File: src/rtl/risc_pkg.sv
// Shared fetch-path types: address/instruction widths, queue entry layout, fetch FSM states.
package risc_pkg;
  localparam int ADDR_W  = 8;
  localparam int INSTR_W = 32;

  typedef struct packed {
    logic [INSTR_W-1:0] instr;
    logic [ADDR_W-1:0]  pc;
  } fetch_entry_t;

  typedef enum logic {
    RUN   = 1'b0,
    FLUSH = 1'b1
  } state_t;
endpackage

File: src/rtl/prefetch_fifo.sv
// Synchronous FIFO with registered storage and a clear input; DEPTH must be a power of two.
module prefetch_fifo #(
  parameter int W     = 8,
  parameter int DEPTH = 4
) (
  input  logic                       CLK,
  input  logic                       reset,
  input  logic                       clear,
  input  logic                       wr_en,
  input  logic [W-1:0]               wr_data,
  input  logic                       rd_en,
  output logic [W-1:0]               rd_data,
  output logic [$clog2(DEPTH+1)-1:0] count,
  output logic                       full,
  output logic                       empty
);
  localparam int AW = (DEPTH > 1) ? $clog2(DEPTH) : 1;
  localparam int CW = $clog2(DEPTH + 1);

  logic [W-1:0]  mem [DEPTH];
  logic [AW-1:0] wr_ptr, rd_ptr;
  logic          do_wr, do_rd;

  // a write into a full FIFO is legal when the head leaves in the same cycle
  assign do_rd   = rd_en && !empty;
  assign do_wr   = wr_en && (!full || do_rd);
  assign rd_data = mem[rd_ptr];
  assign full    = (count == CW'(DEPTH));
  assign empty   = (count == '0);

  always_ff @(posedge CLK) begin
    if (do_wr) mem[wr_ptr] <= wr_data;
  end

  always_ff @(posedge CLK) begin
    if (reset || clear) begin
      wr_ptr <= '0;
      rd_ptr <= '0;
      count  <= '0;
    end else begin
      if (do_wr) wr_ptr <= wr_ptr + AW'(1);
      if (do_rd) rd_ptr <= rd_ptr + AW'(1);
      count <= count + CW'(do_wr) - CW'(do_rd);
    end
  end
endmodule

File: src/rtl/prefetch_queue.sv
// Instruction-fetch front end: in-order imem requests, {instr, pc} queue to decode, redirect flush.
// Optional PREFETCH_STATS_EN adds saturating redirect and decode-starve counters.
module prefetch_queue
  import risc_pkg::*;
#(
  parameter int DEPTH   = 4,
  parameter int MAX_OUT = 2
) (
  input  logic               CLK,
  input  logic               reset,
  input  logic [ADDR_W-1:0]  PC,
  input  logic               branch_predict,
  output logic [ADDR_W-1:0]  PC_1,
  output logic               imem_req,
  output logic [ADDR_W-1:0]  imem_addr,
  input  logic               imem_gnt,
  input  logic               imem_rvalid,
  input  logic [INSTR_W-1:0] imem_rdata,
  output logic [INSTR_W-1:0] IR,
  output logic [ADDR_W-1:0]  IR_PC,
  output logic               IR_valid,
  input  logic               IR_ready
`ifdef PREFETCH_STATS_EN
  ,
  output logic [15:0]        stat_flush,
  output logic [15:0]        stat_starve
`endif
);
  // state | meaning
  // RUN   | fetching; responses are pushed into the queue
  // FLUSH | no requests; discarding drop responses still owed by imem
  localparam int QCW = $clog2(DEPTH + 1);
  localparam int OW  = $clog2(MAX_OUT + 1);

  state_t            state, state_n;
  logic [ADDR_W-1:0] fetch_pc, last_pc1, tag_head;
  logic [OW-1:0]     outstanding, outstanding_n, drop, drop_n, tag_count;
  logic              redirect, hs, rsp;
  fetch_entry_t      q_wdata, q_head;
  logic [QCW-1:0]    q_count;
  logic              q_full, q_empty, tag_full, tag_empty;

  assign redirect  = !branch_predict;
  assign imem_req  = !reset && (state == RUN) &&
                     (int'(q_count) + int'(outstanding) < DEPTH) &&
                     (int'(outstanding) < MAX_OUT);
  assign imem_addr = fetch_pc;
  assign hs        = imem_req && imem_gnt;
  assign rsp       = (state == RUN) && imem_rvalid && !tag_empty;
  assign q_wdata   = '{instr: imem_rdata, pc: tag_head};

  prefetch_fifo #(.W($bits(fetch_entry_t)), .DEPTH(DEPTH)) u_queue (
    .CLK(CLK), .reset(reset), .clear(redirect),
    .wr_en(rsp), .wr_data(q_wdata), .rd_en(IR_ready), .rd_data(q_head),
    .count(q_count), .full(q_full), .empty(q_empty)
  );

  prefetch_fifo #(.W(ADDR_W), .DEPTH(MAX_OUT)) u_tags (
    .CLK(CLK), .reset(reset), .clear(redirect),
    .wr_en(hs), .wr_data(fetch_pc), .rd_en(rsp), .rd_data(tag_head),
    .count(tag_count), .full(tag_full), .empty(tag_empty)
  );

  assign IR_valid = !q_empty;
  assign IR       = IR_valid ? q_head.instr : '0;
  assign IR_PC    = IR_valid ? q_head.pc : '0;
  assign PC_1     = IR_valid ? q_head.pc + ADDR_W'(1) : last_pc1;

  always_comb begin
    state_n       = state;
    drop_n        = drop;
    outstanding_n = outstanding + OW'(hs) - OW'(rsp);
    case (state)
      RUN: begin
        if (redirect) begin
          // a request granted in the redirect cycle is owed as well
          drop_n        = outstanding + OW'(hs) - OW'(rsp);
          outstanding_n = '0;
          state_n       = (drop_n != '0) ? FLUSH : RUN;
        end
      end
      FLUSH: begin
        outstanding_n = '0;
        if (imem_rvalid && drop != '0) drop_n = drop - OW'(1);
        if (drop_n == '0) state_n = RUN;
      end
      default: state_n = RUN;
    endcase
  end

  always_ff @(posedge CLK) begin
    if (reset) begin
      state       <= RUN;
      fetch_pc    <= '0;
      outstanding <= '0;
      drop        <= '0;
      last_pc1    <= ADDR_W'(1);
    end else begin
      state       <= state_n;
      outstanding <= outstanding_n;
      drop        <= drop_n;
      if (redirect) fetch_pc <= PC;
      else if (hs)  fetch_pc <= fetch_pc + ADDR_W'(1);
      if (IR_valid) last_pc1 <= PC_1;
    end
  end

`ifdef PREFETCH_STATS_EN
  always_ff @(posedge CLK) begin
    if (reset) begin
      stat_flush  <= '0;
      stat_starve <= '0;
    end else begin
      if (redirect && stat_flush != 16'hFFFF) stat_flush <= stat_flush + 16'd1;
      if (!IR_valid && IR_ready && stat_starve != 16'hFFFF) stat_starve <= stat_starve + 16'd1;
    end
  end
`endif

  a_no_overflow: assert property (@(posedge CLK) disable iff (reset)
    !(rsp && q_full && !IR_ready && !redirect));
  a_tags_track: assert property (@(posedge CLK) disable iff (reset)
    (tag_count == outstanding) && !(hs && tag_full && !rsp));
endmodule

File: config.mk
export PLATFORM = sky130hd
export DESIGN_NAME = prefetch_queue
export DESIGN_NICKNAME = d
export VERILOG_FILES = /design/src/rtl/risc_pkg.sv /design/src/rtl/prefetch_fifo.sv /design/src/rtl/prefetch_queue.sv
export SDC_FILE = /design/constraint.sdc
export NUM_CORES = 1
export LEC_CHECK = 0
export ABC_AREA = 1
export BUFFER_PORTS_ARGS = -buffer_cell sky130_fd_sc_hd__buf_4
export CORE_MARGIN = 4
export CORE_UTILIZATION = 58
export CTS_CLUSTER_DIAMETER = 40
export DETAILED_ROUTE_END_ITERATION = 7
export PLACE_DENSITY = 0.76
export SLEW_MARGIN = 20
export SYNTH_ARGS = -nofsm -noshare
export SYNTH_HDL_FRONTEND = slang
export SYNTH_HIERARCHICAL = 1
export SYNTH_SLANG_ARGS = --single-unit
File: constraint.sdc
create_clock -name CLK -period 4 [get_ports CLK]
set_clock_uncertainty 0.1 [all_clocks]
set_input_delay 0 -clock CLK [delete_from_list [all_inputs] [get_ports CLK]]
set_output_delay 0 -clock CLK [all_outputs]
set_load 0.1 [all_outputs]
== Yosys cells after proc, flatten, opt, wreduce, memory -nomap -nowiden ==
Memory sizes are Yosys's and may differ from the RTL's. A register that Yosys moved wholly into a read port is not among the register bits.
Cells that the tools add are included.

* Register bits: 32
* RAM bits: 176
* Input port bits: 46
* Output and inout port bits: 58
* Word-level logic and storage cells: 82
* Memories: 2

{| class="wikitable"
|+ Memory list
! memory !! depth !! width !! read ports !! clocked after Yosys merged registers in !! write ports !! line !! text
|-
| u_queue.mem || 4 || 40 || 1 || 1 || 1 || prefetch_fifo.sv:20 || <nowiki>logic [W-1:0] mem [DEPTH];</nowiki>
|-
| u_tags.mem || 2 || 8 || 1 || 1 || 1 || prefetch_fifo.sv:20 ||
|}

* Add/sub/neg operators: 14
* Order comparisons: 2
* Equal/unequal tests: 4
* Muxes and demuxes: 23
* Bitwise operators: 1
* Reduce and logical (&&, ||, !) cells: 25

{| class="wikitable"
|+ Operator list
! operator !! number
|-
| $mux W32 || 1
|-
| $mux W8 || 4
|-
| $add A8 B1 Y8 const B || 2
|-
| $mux W2 || 6
|-
| $logic_and A1 B1 Y1 || 11
|-
| $mux W1 || 9
|-
| $pmux W2 S2 || 2
|-
| $logic_not A1 Y1 || 6
|-
| $add A2 B1 Y2 || 2
|-
| $add A2 B1 Y2 const B || 2
|-
| $add A3 B2 Y4 || 1
|-
| $logic_not A2 Y1 || 2
|-
| $lt A4 B3 Y1 const B || 1
|-
| $reduce_bool A2 Y1 || 2
|-
| $sub A2 B1 Y2 || 2
|-
| $add A3 B1 Y3 || 1
|-
| $eq A3 B3 Y1 const B || 1
|-
| $logic_not A3 Y1 || 1
|-
| $logic_or A1 B1 Y1 || 3
|-
| $sub A3 B1 Y3 || 1
|-
| $add A1 B1 Y1 const B || 2
|-
| $eq A2 B2 Y1 const B || 1
|-
| $lt A2 B2 Y1 const B || 1
|-
| $ne A2 B1 Y1 const B || 1
|-
| other kinds (4) || 4
|}

== Depth between registers and ports, before layout ==
Gate-level depths: netlist of run 1.

* Depth after elaboration: 11
* Gate-level depth with buffers: 13

== Modules after synthesis ==
Netlist of run 1, hierarchy kept.

{| class="wikitable"
|+ By module, submodules not included
! module !! times used !! cells each !! area each (µm²) !! seq. area each (µm²)
|-
| prefetch_fifo (u_queue) || 1 || 457 || 6,462.4 || 4,984.8
|-
| prefetch_queue || 1 || 289 || 1,680.4 || 420.4
|-
| prefetch_fifo (u_tags) || 1 || 62 || 834.6 || 580.6
|}

== Worst setup path after synthesis of run 1 ==
OpenSTA, ideal clock, no wires.

* Path type: register to register
* Start: register u_tags.count[0]
* End: memory u_queue/mem[0][0] (netlist bit) (enable)
* Library setup time: 438 ps
* Arrival: 2,908 ps
* Data required time: 3,462 ps
* Path slack: 555 ps
* Stages on the path, launching flop included: 5
* Buffers on the path: 0
* Period minus slack after synthesis: 3,445 ps
* Path through: dfxtp_1 > nor2_2 > nor3_1 > nand2_1 > nor2_1

* Cells in the longest elaborated chain, start to end: 6

{| class="wikitable"
|+ RTL lines
! what !! line !! text
|-
| from (decl) || prefetch_fifo.sv:13 || <nowiki>output logic [$clog2(DEPTH+1)-1:0] count,</nowiki>
|-
| from (signal assigned) || prefetch_fifo.sv:43 || <nowiki>count <= count + CW'(do_wr) - CW'(do_rd);</nowiki>
|-
| $logic_not A2 Y1 || prefetch_fifo.sv:29 || <nowiki>assign empty = (count == '0);</nowiki>
|-
| named net tag_empty || prefetch_queue.sv:41 || <nowiki>logic q_full, q_empty, tag_full, tag_empty;</nowiki>
|-
| $logic_not A1 Y1 || prefetch_queue.sv:49 || <nowiki>assign rsp = (state == RUN) && imem_rvalid && !tag_empty;</nowiki>
|-
| $logic_and A1 B1 Y1 || prefetch_queue.sv:49 ||
|-
| named net rsp || prefetch_queue.sv:38 || <nowiki>logic redirect, hs, rsp;</nowiki>
|-
| $logic_and A1 B1 Y1 || prefetch_fifo.sv:26 || <nowiki>assign do_wr = wr_en && (!full || do_rd);</nowiki>
|-
| $mux W1 || prefetch_fifo.sv:32 || <nowiki>if (do_wr) mem[wr_ptr] <= wr_data;</nowiki>
|-
| $mux W1 (not written as such) || prefetch_fifo.sv:32 ||
|-
| to (decl) || prefetch_fifo.sv:20 ||
|}

The timed path passes the listed nets, and every way through them passes these cells.

==> results of run 1 <==
[layer usage]
| metal | global-route usage [%] | vias to the layer above |
|---|---|---|
| met5 | 0 | - |
| met4 | 7.56 | 0 |
| met3 | 3.51 | 46 |
| met2 | 36.8 | 219 |
| met1 | 25.6 | 2958 |
| li1 | - | 3083 |
[area by class of cell]
| class | count | area (um^2) | share of cell area, % |
|---|---|---|---|
| tap | 188 | 235 | 2.07 |
| clock inverter | 16 | 214 | 1.89 |
| timing repair buffer | 175 | 1500 | 13.2 |
| inverter | 87 | 334 | 2.94 |
| multi-input combinational | 472 | 2430 | 21.4 |
| clock buffer | 29 | 651 | 5.73 |
| sequential | 211 | 5990 | 52.8 |
[where the power goes]
group,total (mW),internal (mW),switching [mW]
Sequential,2.44,2.41,0.0229
Combinational,0.491,0.160,0.332
Clock,2.31,1.44,0.872
Total,5.24,4.01,1.23
[what timing repair did]
item | in CTS | in global routing
setup buffers | 0 | 0
resized for setup | 0 | 0
hold buffers | 63 | 0
endpoints found under the hold margin | 161 | 0
endpoints found under the setup margin | 0 | 0
[worst max path at each step]
stage	startpoint	end	slack (ns)	cells past startpoint
floorplan	state$_SDFF_PP0_	u_queue/mem[0][0]$_DFFE_PP_	0.57	4
CTS	flop	PC_1[6]	0.63	12
global route	flop	PC_1[6]	0.33	12
finish	flop	PC_1[6]	0.65	12
global placement	flop	PC_1[6]	1.29	12
detailed placement	flop	PC_1[6]	1.17	12
[flip-flops by register name (all words and copies together), names as in the netlist, 2 cells and up, named ones only]
name            count
outstanding         2
u_tags/mem         16
u_queue/mem       160
u_queue/rd_ptr      2
u_queue/count       3
drop                2
u_tags/count        2
u_queue/wr_ptr      2
last_pc1            8
imem_addr           8
[critical path, cell delays in order, from the launching register on]
cell and delay, ns:
dfxtp_1 0.53, inv_1 0.33, buf_4 0.41, o21ai_1 0.13, o22ai_1 0.30, nand3_1 0.16, nor2_1 0.17, nand2_1 0.08
xor2_1 0.15, nand2_1 0.07, nand2_1 0.07, inv_1 0.06, buf_4 0.28
==> reports/metrics.cfg, run 1 <==
[grt]
overflow = 0
grt_pass1_vias = 6079
grt_pass1_wl_um = 29600
grtUsageTotal_pct = 20.7
antenna_found_initial = 0
grt_max_degree = 81

[sta]
period_share_pct = 83.8
period_needed_ns = 3.35
worst_pin_slew_ns = 0.747
rsz0062_at_grt = false
layout_setup_ws_ns = 0.646
slew_headroom_pct = 50.2
drv_slew = 0
hold_viol = 0
max_freq_mhz = 298
hold_slack_ns = 0.143
finalSetupViolations = 0
fin_tns_setup_ns = 0

[routing]
drt-pass1-iter-count = 5
drt-met1-wl_um = 7490
drc = 0
first_iter_violations = 377
wire_per_inst_um = 15.8
num_vias = 6306
drtAntennaViolNets = 0
vias_per_cell = 5.35
dr.max_layer_used = met4
wl_met2_um = 9420
dr_wl_met3_um = 1120
drt_wl_total_um = 18600

[clocking]
path_clk_slew_ns = 0.06
insertion_delay_ns = 0.50
cts_tree = yes
cts-root-buf = clkbuf_16
cts_sinks = 211
cts_buffers = 25
clockBufferDepth = 3
ctsHtreeMaxLevel = 1

[placed_design]
pre_cts_ws_ns = 1.17
dp_hpwl_um = 10800
place_congestion = 0.797
place_area_um2 = 9850
io_buffers = 103
placed_cells = 1070

[floorplanning]
core-area_um2 = 15200
die_area_um2 = 17500
die_y_um = 132
initial_utilization_pct = 59.0
pin_count = 104
die_w_um = 132
placementRows = 45

[setup_path]
reg2reg_depth = 10
r2r_setup_slack_ns = 0.96
critPathKind = flop to output port
setup.worst_path.end_class = output port
r2r-start = imem_addr[2]$_SDFFE_PP0P_
start_kind = flop
reg2reg_to = imem_addr[5]$_SDFFE_PP0P_
crit_fanout = 32
crit_arrival_ns = 3.25
required_ns = 3.90

[finish]
mostFrequentLayoutCell = edfxtp_1
fin_cells = 1178
syn2layout_area_growth_pct = 26.5
antenna_cells = 0
final_util_pct = 74.7
drive_gt1_share_pct = 19.2
fin_nets = 1032
fillers = 939
stdcell_area_um2 = 11300
final_cell_mix = edfxtp_1 (176), nor2_1 (156), buf_4 (110)

[synthesis]
syn_area_um2 = 8970
yosysWarnings = 6
syn-mean-instance-area_um2 = 11.1
syn_nets = 866
syn_inst = 806

[flow_run]
drv_cap = 0

[power]
p_leak_nw = 4.51
p_total_mw = 5.24
powerDensity_nw_per_um2 = 461
ir_worst_vdd_mv = 0.342

[hold_path]
holdPathStages = 2
hold_end = u_queue/mem[3][32]$_DFFE_PP_
worstHoldStart = imem_rdata[24]
hold_class = input port to flop

[run_status]
status = finished, final reports clean

Note: power is estimated with default switching activity, not from simulation.
==> run 2: changes to the inputs <==
--- a/config.mk
+++ b/config.mk
@@ -8,10 +8,10 @@
 export ABC_AREA = 1
 export BUFFER_PORTS_ARGS = -buffer_cell sky130_fd_sc_hd__buf_4
 export CORE_MARGIN = 4
-export CORE_UTILIZATION = 58
+export CORE_UTILIZATION = 53
 export CTS_CLUSTER_DIAMETER = 40
 export DETAILED_ROUTE_END_ITERATION = 7
-export PLACE_DENSITY = 0.76
+export PLACE_DENSITY = 0.73
 export SLEW_MARGIN = 20
 export SYNTH_ARGS = -nofsm -noshare
 export SYNTH_HDL_FRONTEND = slang
==> constraint.sdc (replaced) <==
create_clock -name CLK -period 3 [get_ports CLK]
set_clock_uncertainty 0.1 [all_clocks]
set_input_delay 0 -clock CLK [delete_from_list [all_inputs] [get_ports CLK]]
set_output_delay 0 -clock CLK [all_outputs]
set_load 0.1 [all_outputs]
==> reports/metrics.cfg, run 2 (same netlist as run 1, synthesis figures left out) <==
[grt]
overflow = 0
antenna_found_initial = 0
grt_max_degree = 67
grt_pass1_wl_um = 32300
grt_pass1_vias = 6386
grtUsageTotal_pct = 20.4

[placed_design]
dp_hpwl_um = 11700
io_buffers = 103
place_congestion = 0.843

[power]
powerDensity_nw_per_um2 = 635
p_int_mw = 5.67
sw_frac_of_total_pct = 23.9
p_sw_mw = 1.78
p_leak_nw = 4.63
ir_worst_vdd_mv = 0.500
p_total_mw = 7.45
pwr-share-clk_pct = 47.2
p_seq_share_pct = 43.6
comb_power_share_pct = 9.2

[routing]
drt_wl_total_um = 20000
vias_per_cell = 5.23
drc = 0
first_iter_violations = 336
wire_per_inst_um = 16.3
num_vias = 6424
drtAntennaViolNets = 0
drt-pass1-iter-count = 4

[setup_path]
critPathKind = flop to flop
r2r_setup_slack_ns = 0.11
required_ns = 3.38
critPathBufInv = 3
start_kind = flop
setup.worst_path.end_class = flop
cp_slowest_cell = dlygate4sd3_1
crit_fanout = 8
reg2reg_depth = 9
reg2reg_to = imem_addr[5]$_SDFFE_PP0P_
max_stage_delay_ns = 0.57
timing.critical_path.mode_cell = dlygate4sd3_1
path_cells = nand3_1 -> o21bai_1 -> nand3_1 -> nand2_1 -> dlygate4sd3_1 -> nand2_1 -> dlygate4sd3_1 -> a21oi_2 -> dlygate4sd3_1
crit_arrival_ns = 3.27
r2r-start = imem_addr[0]$_SDFFE_PP0P_
critPathTopFamily = buffers and inverters

[floorplanning]
die_y_um = 138
pin_count = 104
initial_utilization_pct = 54.1
die_w_um = 138
die_area_um2 = 19100
placementRows = 47
core-area_um2 = 16600

[sta]
period_share_pct = 96.3
worst_pin_slew_ns = 0.658
drv_slew = 0
hold_viol = 0
period_needed_ns = 2.89
max_freq_mhz = 346
fin_tns_setup_ns = 0
finalSetupViolations = 0
slew_headroom_pct = 56.0

[finish]
final_cell_mix = edfxtp_1 (176), nor2_1 (155), buf_4 (106)
antenna_cells = 0
fin_nets = 1045
reg_top3 = u_queue/mem (160), u_tags/mem (16)
syn2layout_area_growth_pct = 30.8
mostFrequentLayoutCell = edfxtp_1
drive_gt1_share_pct = 21.5
largest_reg_flops = 160
top_register = u_queue/mem
multi_input_area_um2 = 2460
regArea_um2 = 6000
final_util_pct = 70.7
fillers = 1128

[hold_path]
worstHoldStart = imem_rdata[18]
hold_end = u_queue/mem[3][26]$_DFFE_PP_
hold_class = input port to flop
holdPathStages = 2

[run_status]
status = finished, final reports clean

[clocking]
path_clk_slew_ns = 0.06
insertion_delay_ns = 0.53
cts_sinks = 211
cts_tree = yes
ctsHtreeMaxLevel = 1
clockBufferDepth = 3
cts_buffers = 29
cts-root-buf = clkbuf_16

[flow_run]
drv_cap = 0

-- run 2: cell types whose count changed in the layout (fill, tap and decap cells not counted), moves of 4 or more --
cell,delta
dfxtp_1,-6
dfxtp_2,+4
dlygate4sd3_1,+5
clkbuf_16,+4
buf_4,-4
buf_6,+5
-- run 2: per-layer routing --
metal	part of all wire, %	GRT usage (%)	vias to the layer above
li1	-	-	3111
met1	40	25.4	3075
met2	51	36.3	202
met3	6.3	4.25	36
met4	2.0	6.08	0
met5	0	0	-
-- run 2: timing repair --
| action | 4_1_cts | 5_1_grt |
|---|---|---|
| hold buffers | 68 | 0 |
| buffers inserted | 0 | 1 |
| endpoints found under the hold margin | 160 | 0 |
| gates resized for setup | 1 | 24 |
| pin swaps | 0 | 1 |
| setup endpoints to repair | 1 | 7 |
-- run 2: power groups by stage --
stage / combinational (mW) / clock, mW / sequential (mW)
after floorplan: 0.373 / 0 / 3.35
after CTS: 0.672 / 3.58 / 3.25
after global routing: 0.727 / 3.73 / 3.25
after detailed placement: 0.586 / 0 / 3.31
final: 0.682 / 3.52 / 3.25
after global placement: 0.579 / 0 / 3.31
-- run 2: area by class of cell --
class,instances,share of cell area [%]
Clock inverter,25,2.50
Sequential cell,211,51.1
Clock buffer,29,6.19
Timing Repair Buffer,184,13.9
Inverter,87,2.95
Tap cell,220,2.35
Multi-Input combinational cell,472,21.0
-- run 2: worst max path at each step --
| stage | start | to | slack, ns | cells after the start |
|---|---|---|---|---|
| 6_report | imem_addr[0]$_SDFFE_PP0P_ | imem_addr[5]$_SDFFE_PP0P_ | 0.11 | 9 |
| 5_1_grt | imem_addr[0]$_SDFFE_PP0P_ | imem_addr[5]$_SDFFE_PP0P_ | -0.02 | 9 |
| 4_1_cts | flop | PC_1[7] | 0.01 | 10 |
| 3_5_place_dp | flop | PC_1[6] | 0.63 | 11 |
| 3_3_place_gp | flop | PC_1[7] | 0.68 | 12 |
| 2_1_floorplan | state$_SDFF_PP0_ | u_queue/mem[0][0]$_DFFE_PP_ | -0.43 | 4 |
-- run 2: worst reg2reg max path: cells and delay by family (launching register included) --
kind	cells	cell delay (ns)
AO/OA/AOI/OAI	2	0.31
AND/OR/NAND/NOR	4	0.36
flip-flops	1	0.40
buffers and inverters	3	1.65
-- run 2: per-stage QoR --
stage	hold WS (ns)	instance area, um^2	std cells	setup WS (ns)
2_1_floorplan	-0.0242	8970	806	-0.433
3_3_place_gp	0.102	9940	1105	0.680
3_5_place_dp	0.105	9940	1105	0.628
4_1_cts	0.0977	11600	1227	0.0113
5_1_grt	0.101	11700	1228	-0.0220
6_report	0.113	11700	1228	0.110
